<file path="src/rtl/scumv_uart_pkg.sv">
// Shared definitions for the UART packet assembler: default packet geometry,
// FSM state encoding and a width helper for counters and byte indices.
// Imported by uart_packet_assembler and idle_timer.
package scumv_uart_pkg;

  localparam int PKT_BYTES_DEFAULT = 16;
  localparam int PKT_WIDTH         = PKT_BYTES_DEFAULT * 8;
  localparam int BYTE_IDX_W        = $clog2(PKT_BYTES_DEFAULT);

  typedef enum logic [1:0] {
    IDLE    = 2'd0,  // byte count 0
    COLLECT = 2'd1,  // byte count 1..PKT_BYTES-1
    FULL    = 2'd2   // complete packet held for the bridge
  } state_e;

  // Bits needed to hold 0..n-1; never less than 1 so a count of one
  // still produces a legal vector.
  function automatic int width_for(input int n);
    return (n > 1) ? $clog2(n) : 1;
  endfunction

endpackage

</file>
<file path="src/rtl/uart_packet_assembler_idle_timer.sv">
// idle_timer: counts enabled cycles and pulses expire_o on the cycle the
// count reaches TIMEOUT_CYCLES-1; clear_i wins over counting and expiry.
// Ports: clk_i, rst_ni (async low), clear_i, enable_i -> expire_o (comb pulse).
module idle_timer
  import scumv_uart_pkg::*;
#(
  parameter int TIMEOUT_CYCLES = 1000000
) (
  input  logic clk_i,
  input  logic rst_ni,
  input  logic clear_i,
  input  logic enable_i,
  output logic expire_o
);

  localparam int               CNT_W = width_for(TIMEOUT_CYCLES);
  localparam logic [CNT_W-1:0] LAST  = CNT_W'(TIMEOUT_CYCLES - 1);

  logic [CNT_W-1:0] cnt_q, cnt_d;

  // A clear on the same cycle (a byte arriving) suppresses expiry.
  assign expire_o = enable_i && !clear_i && (cnt_q == LAST);

  always_comb begin
    cnt_d = cnt_q;
    if (clear_i || expire_o) begin
      cnt_d = '0;
    end else if (enable_i) begin
      cnt_d = cnt_q + CNT_W'(1);
    end
  end

  always_ff @(posedge clk_i or negedge rst_ni) begin
    if (!rst_ni) begin
      cnt_q <= '0;
    end else begin
      cnt_q <= cnt_d;
    end
  end

endmodule

</file>
<file path="src/rtl/uart_packet_assembler.sv">
// uart_packet_assembler: gathers PKT_BYTES UART bytes (first byte at [7:0])
// into one packet and hands it to a TileLink bridge with valid/ready.
// Ports: sysclk, reset_n (async assert, synchronised release); rx_valid/
// rx_ready/rx_data byte input; packet_valid/packet_ready/packet_data output;
// overrun_err (sticky), timeout_pulse, pkt_count (16-bit wrapping).
// Macro UART_PKT_TIMEOUT_EN adds an inter-byte idle timeout that discards a
// partial packet; without it timeout_pulse is tied low and partials wait.
module uart_packet_assembler
  import scumv_uart_pkg::*;
#(
  parameter int PKT_BYTES      = PKT_BYTES_DEFAULT,
  parameter int TIMEOUT_CYCLES = 1000000
) (
  input  logic                   sysclk,
  input  logic                   reset_n,
  input  logic                   rx_valid,
  output logic                   rx_ready,
  input  logic [7:0]             rx_data,
  output logic                   packet_valid,
  input  logic                   packet_ready,
  output logic [PKT_BYTES*8-1:0] packet_data,
  output logic                   overrun_err,
  output logic                   timeout_pulse,
  output logic [15:0]            pkt_count
);

  localparam int               IDX_W    = width_for(PKT_BYTES);
  localparam logic [IDX_W-1:0] LAST_IDX = IDX_W'(PKT_BYTES - 1);

  if (PKT_BYTES < 1 || TIMEOUT_CYCLES < 1) begin : g_bad_params
    $error("uart_packet_assembler: PKT_BYTES and TIMEOUT_CYCLES must be >= 1");
  end

  // Reset asserts asynchronously through both flops, so everything clears
  // at once; release reaches the logic two sysclk edges later.
  logic [1:0] rst_sync_q;
  logic       rst_n;

  always_ff @(posedge sysclk or negedge reset_n) begin
    if (!reset_n) begin
      rst_sync_q <= 2'b00;
    end else begin
      rst_sync_q <= {rst_sync_q[0], 1'b1};
    end
  end

  assign rst_n = rst_sync_q[1];

  state_e                 state_q, state_d;
  logic [IDX_W-1:0]       idx_q, idx_d;
  logic [PKT_BYTES*8-1:0] data_q, data_d;
  logic                   ovr_q, ovr_d;
  logic [15:0]            cnt_q, cnt_d;
  logic                   accept;
  logic                   expire;

  assign rx_ready     = (state_q != FULL);
  assign packet_valid = (state_q == FULL);
  assign packet_data  = data_q;
  assign overrun_err  = ovr_q;
  assign pkt_count    = cnt_q;
  assign accept       = rx_valid && rx_ready;

  always_comb begin
    state_d = state_q;
    idx_d   = idx_q;
    data_d  = data_q;
    cnt_d   = cnt_q;
    // Bytes offered while FULL are dropped; the held packet is untouched.
    ovr_d   = ovr_q | (rx_valid & ~rx_ready);

    unique case (state_q)
      IDLE, COLLECT: begin
        if (accept) begin
          data_d[{idx_q, 3'b000} +: 8] = rx_data;
          if (idx_q == LAST_IDX) begin
            state_d = FULL;
            idx_d   = '0;
          end else begin
            state_d = COLLECT;
            idx_d   = idx_q + IDX_W'(1);
          end
        end else if (expire) begin
          // Only reachable in COLLECT: the timer is held clear elsewhere.
          state_d = IDLE;
          idx_d   = '0;
        end
      end
      FULL: begin
        // rx_ready is low here, so no byte can land in the handoff cycle.
        if (packet_ready) begin
          state_d = IDLE;
          idx_d   = '0;
          cnt_d   = cnt_q + 16'd1;
        end
      end
      default: begin
        state_d = IDLE;
        idx_d   = '0;
      end
    endcase
  end

  always_ff @(posedge sysclk or negedge rst_n) begin
    if (!rst_n) begin
      state_q <= IDLE;
      idx_q   <= '0;
      data_q  <= '0;
      ovr_q   <= 1'b0;
      cnt_q   <= '0;
    end else begin
      state_q <= state_d;
      idx_q   <= idx_d;
      data_q  <= data_d;
      ovr_q   <= ovr_d;
      cnt_q   <= cnt_d;
    end
  end

`ifdef UART_PKT_TIMEOUT_EN
  logic timer_clr;
  logic timer_en;
  logic tmo_q;

  // Timer runs only in COLLECT and restarts on every accepted byte.
  assign timer_en  = (state_q == COLLECT);
  assign timer_clr = accept || (state_q != COLLECT);

  idle_timer #(
    .TIMEOUT_CYCLES(TIMEOUT_CYCLES)
  ) u_idle_timer (
    .clk_i   (sysclk),
    .rst_ni  (rst_n),
    .clear_i (timer_clr),
    .enable_i(timer_en),
    .expire_o(expire)
  );

  always_ff @(posedge sysclk or negedge rst_n) begin
    if (!rst_n) begin
      tmo_q <= 1'b0;
    end else begin
      tmo_q <= expire;
    end
  end

  assign timeout_pulse = tmo_q;
`else
  assign expire        = 1'b0;
  assign timeout_pulse = 1'b0;
`endif

endmodule

</file>
<file path="config.mk">
export PLATFORM = sky130hd
export DESIGN_NAME = uart_packet_assembler
export DESIGN_NICKNAME = d
export VERILOG_FILES = /design/src/rtl/scumv_uart_pkg.sv /design/src/rtl/uart_packet_assembler_idle_timer.sv /design/src/rtl/uart_packet_assembler.sv
export SDC_FILE = /design/constraint.sdc
export NUM_CORES = 1
export LEC_CHECK = 0
export ABC_AREA = 0
export CAP_MARGIN = 20
export CORE_MARGIN = 2
export CORE_UTILIZATION = 25
export DETAILED_ROUTE_END_ITERATION = 10
export PLACE_DENSITY = 0.46
export REMOVE_ABC_BUFFERS = 1
export SLEW_MARGIN = 25
export SYNTH_ARGS = -nofsm -noshare
export SYNTH_HDL_FRONTEND = slang
export SYNTH_SLANG_ARGS = --single-unit
</file>
<file path="constraint.sdc">
create_clock -name sysclk -period 5.45 [get_ports sysclk]
set_input_delay 0.8175 -clock sysclk [delete_from_list [all_inputs] [get_ports sysclk]]
set_output_delay 0.8175 -clock sysclk [all_outputs]
set_load 0.02 [all_outputs]
</file>
==> qor.yml <==
grt_pass1_vias: 4380
endpoint_kind: "register"
core_mm2: 0.0243
met1_usage: 0.165
worst-setup-path-type: "reg -> reg"
cp-start-kind: "register"
p_leak_uw: 0.00389
peakVddDrop_uv: 225
busiest_layer: "met2"
yosys.area_share.simple: 0.0816
place.gp.congestion: 0.714
wl_um: 16600
drv_cap: 0
wl_per_cell_um: 18.0
synthCells: 426
critPathMaxStageDelay_ps: 820
row_count: 57
worst_pin_slew_ps: 833
nFillCells: 2330
initial_core_util: 0.255
power.total_uw: 4740
finalCriticalPeriod_ps: 2900
crit_required_ps: 5750
relSlewSlack: 0.444
tns_ps: 0
drt_first_pass_iters: 4
crit_fanout: 21
antenna_left: 0
dieWidth_um: 162
met2_usage: 0.217
p_per_area_mw_per_mm2: 544
track_usage: 0.132
cp_num_cells: 6
via_per_inst: 4.31
hold_viol_final: 0
cts_max_level: 4
cts_resized: 0
dieArea_mm2: 0.0261
synth-compound-area-share: 0.0155
status: "finished, final reports clean"
area_growth_pct: 40.5
grt_pass1_wl_um: 26000
diodes: 0
met3_usage: 0.0449
synth_seq_cells: 153
yosys.area_share.adder: 0.0101
slowest_stage: "dfrtp_1"
fmax_mhz: 345
synthDistinctLibCells: 39
final-setup-viol-count: 0
yosysWarnings: 0
grt_max_degree: 80
portBuffers: 158
hold-worst-slack_ps: 141
mappedNetlistArea_mm2: 0.00621
yosys-mux-area-fraction: 0.232
clock-sinks: 153
dp.cells: 891
postCtsSetupRepairBufs: 0
cp_top_family: "flip-flops"
cts_tree: "done"
finalMaxSlewViolations: 0
crit_chain: "inv_1 > ha_1 > nand2b_1 > o32ai_1 > and3_1 > mux2_2"
fin_skew_ps: 7.79
cp_num_buf_inv: 1
antenna_found_initial: 0
cp.arrival_ps: 3200
period_share: 0.532
rsz0062_at_grt: "no"
io_pins: 160
dp_hpwl_um: 11600
grt_overflow: 0
synth_top_family_by_area: "multiplexers"
layoutNonFillerInstCount: 923
cts-hold-fix-buffers: 0
drt_iter0_drc: 163
final_cell_mix: "158 x clkdlybuf4s50_1, 152 x dfrtp_1, 124 x mux2_2, 17 x clkbuf_16, 15 x xnor2_1"
final.setup.worst_slack_ps: 2550
hold_class: "reg -> async"
fin_nets: 603
cts_max_path_buffers: 2
r2r_cells: 6
cts_buffers: 17
synth_xor_area_frac: 0.0266
syn_avg_cell_area_um2: 14.6
die_h_um: 162
path_clk_slew_ps: 60
yosysSeqAreaShare: 0.617
place_ws_ps: 2260
root_buffer: "clkbuf_16"
clk_latency_ps: 410
layout_commonest_cell: "clkdlybuf4s50_1"
num_vias: 3974
drc: 0
drive_above_1_share: 0.285
path summary, 6_finish.rpt:
path / from / to / slack [ps]
max: idx_q[0] / packet_data[59] / 2550
min: rst_sync_q[1] / packet_data[97] / 140
max reg2reg: idx_q[0] / packet_data[59] / 2550
min reg2reg: rst_sync_q[1] / packet_data[97] / 140
max in group asynchronous: rst_sync_q[1] / packet_data[121] / 4250
min in group sysclk: rst_sync_q[0] / rst_sync_q[1] / 360
state kept, by name, summed over array words and instances (netlist names):
signal	cells
idx_q	4
overrun_err	1
packet_data	128
pkt_count	16
rst_sync_q	2
state_q	2
synthesized netlist by cell type, drive strengths merged:
master | instances | area, um2
conb | 2 | 7.51
xnor2 | 15 | 131
nor2 | 13 | 58.8
and3 | 13 | 81.3
a21o | 1 | 7.51
a211oi | 1 | 7.51
nand4 | 9 | 56.3
o21ai | 6 | 33.8
o22ai | 2 | 12.5
mux2 | 128 | 1440
nor2b | 1 | 6.26
a311oi | 1 | 8.76
and3b | 1 | 8.76
or2 | 1 | 6.26
o32ai | 1 | 8.76
clkbuf | 2 | 7.51
buf | 17 | 81.3
nand3b | 3 | 22.5
inv | 3 | 11.3
and4 | 3 | 26.3
o31ai | 1 | 7.51
ha | 5 | 62.6
nand2b | 4 | 25.0
dfrtp | 153 | 3830
nand3 | 13 | 90.1
a32o | 1 | 10.0
nor3 | 2 | 26.3
xor2 | 3 | 33.8
and2 | 8 | 50.1
nand2 | 13 | 48.8
logic make-up (layout without fill, tap and decap cells):
logic type	after synthesis	count (layout)
buffers and inverters	22	195
muxes	128	128
xor gates and xnor gates	18	18
DFF	153	153
and+or+nand+nor	84	84
other	2	2
adders and majority gates	5	5
AOI/OAI and AO/OA	14	14
power breakdown:
group	switching, uW	internal [uW]	leakage (uW)	total (uW)
Clock	469	713	0.000290	1180
Sequential	238	1490	0.00202	1730
Combinational	908	924	0.00157	1830
Total	1620	3130	0.00389	4740
final cells by class:
type                    count  area, um2  share of cell area
multi-input cells         251       2280               0.261
flip-flops and latches    153       3830               0.439
clock buffers              22        474              0.0544
inverters                   3       11.3             0.00129
repair buffers            160       1600               0.184
clock inverters            10        118              0.0135
well taps                 324        405              0.0465
stage by stage:
step / area (um2) / util
6_report: 8720 / 0.359
5_1_grt: 8720 / 0.359
4_1_cts: 8720 / 0.358
3_5_place_dp: 8130 / 0.334
3_3_place_gp: 8130 / 0.334
2_1_floorplan: 6120 / -
routing by layer:
metal / wire length [um] / vias to the layer above
met4: 285 / 0
li1: - / 1824
met3: 921 / 18
met2: 8080 / 96
met5: 0 / -
met1: 7340 / 2036
(Power assumes the default switching activity.)
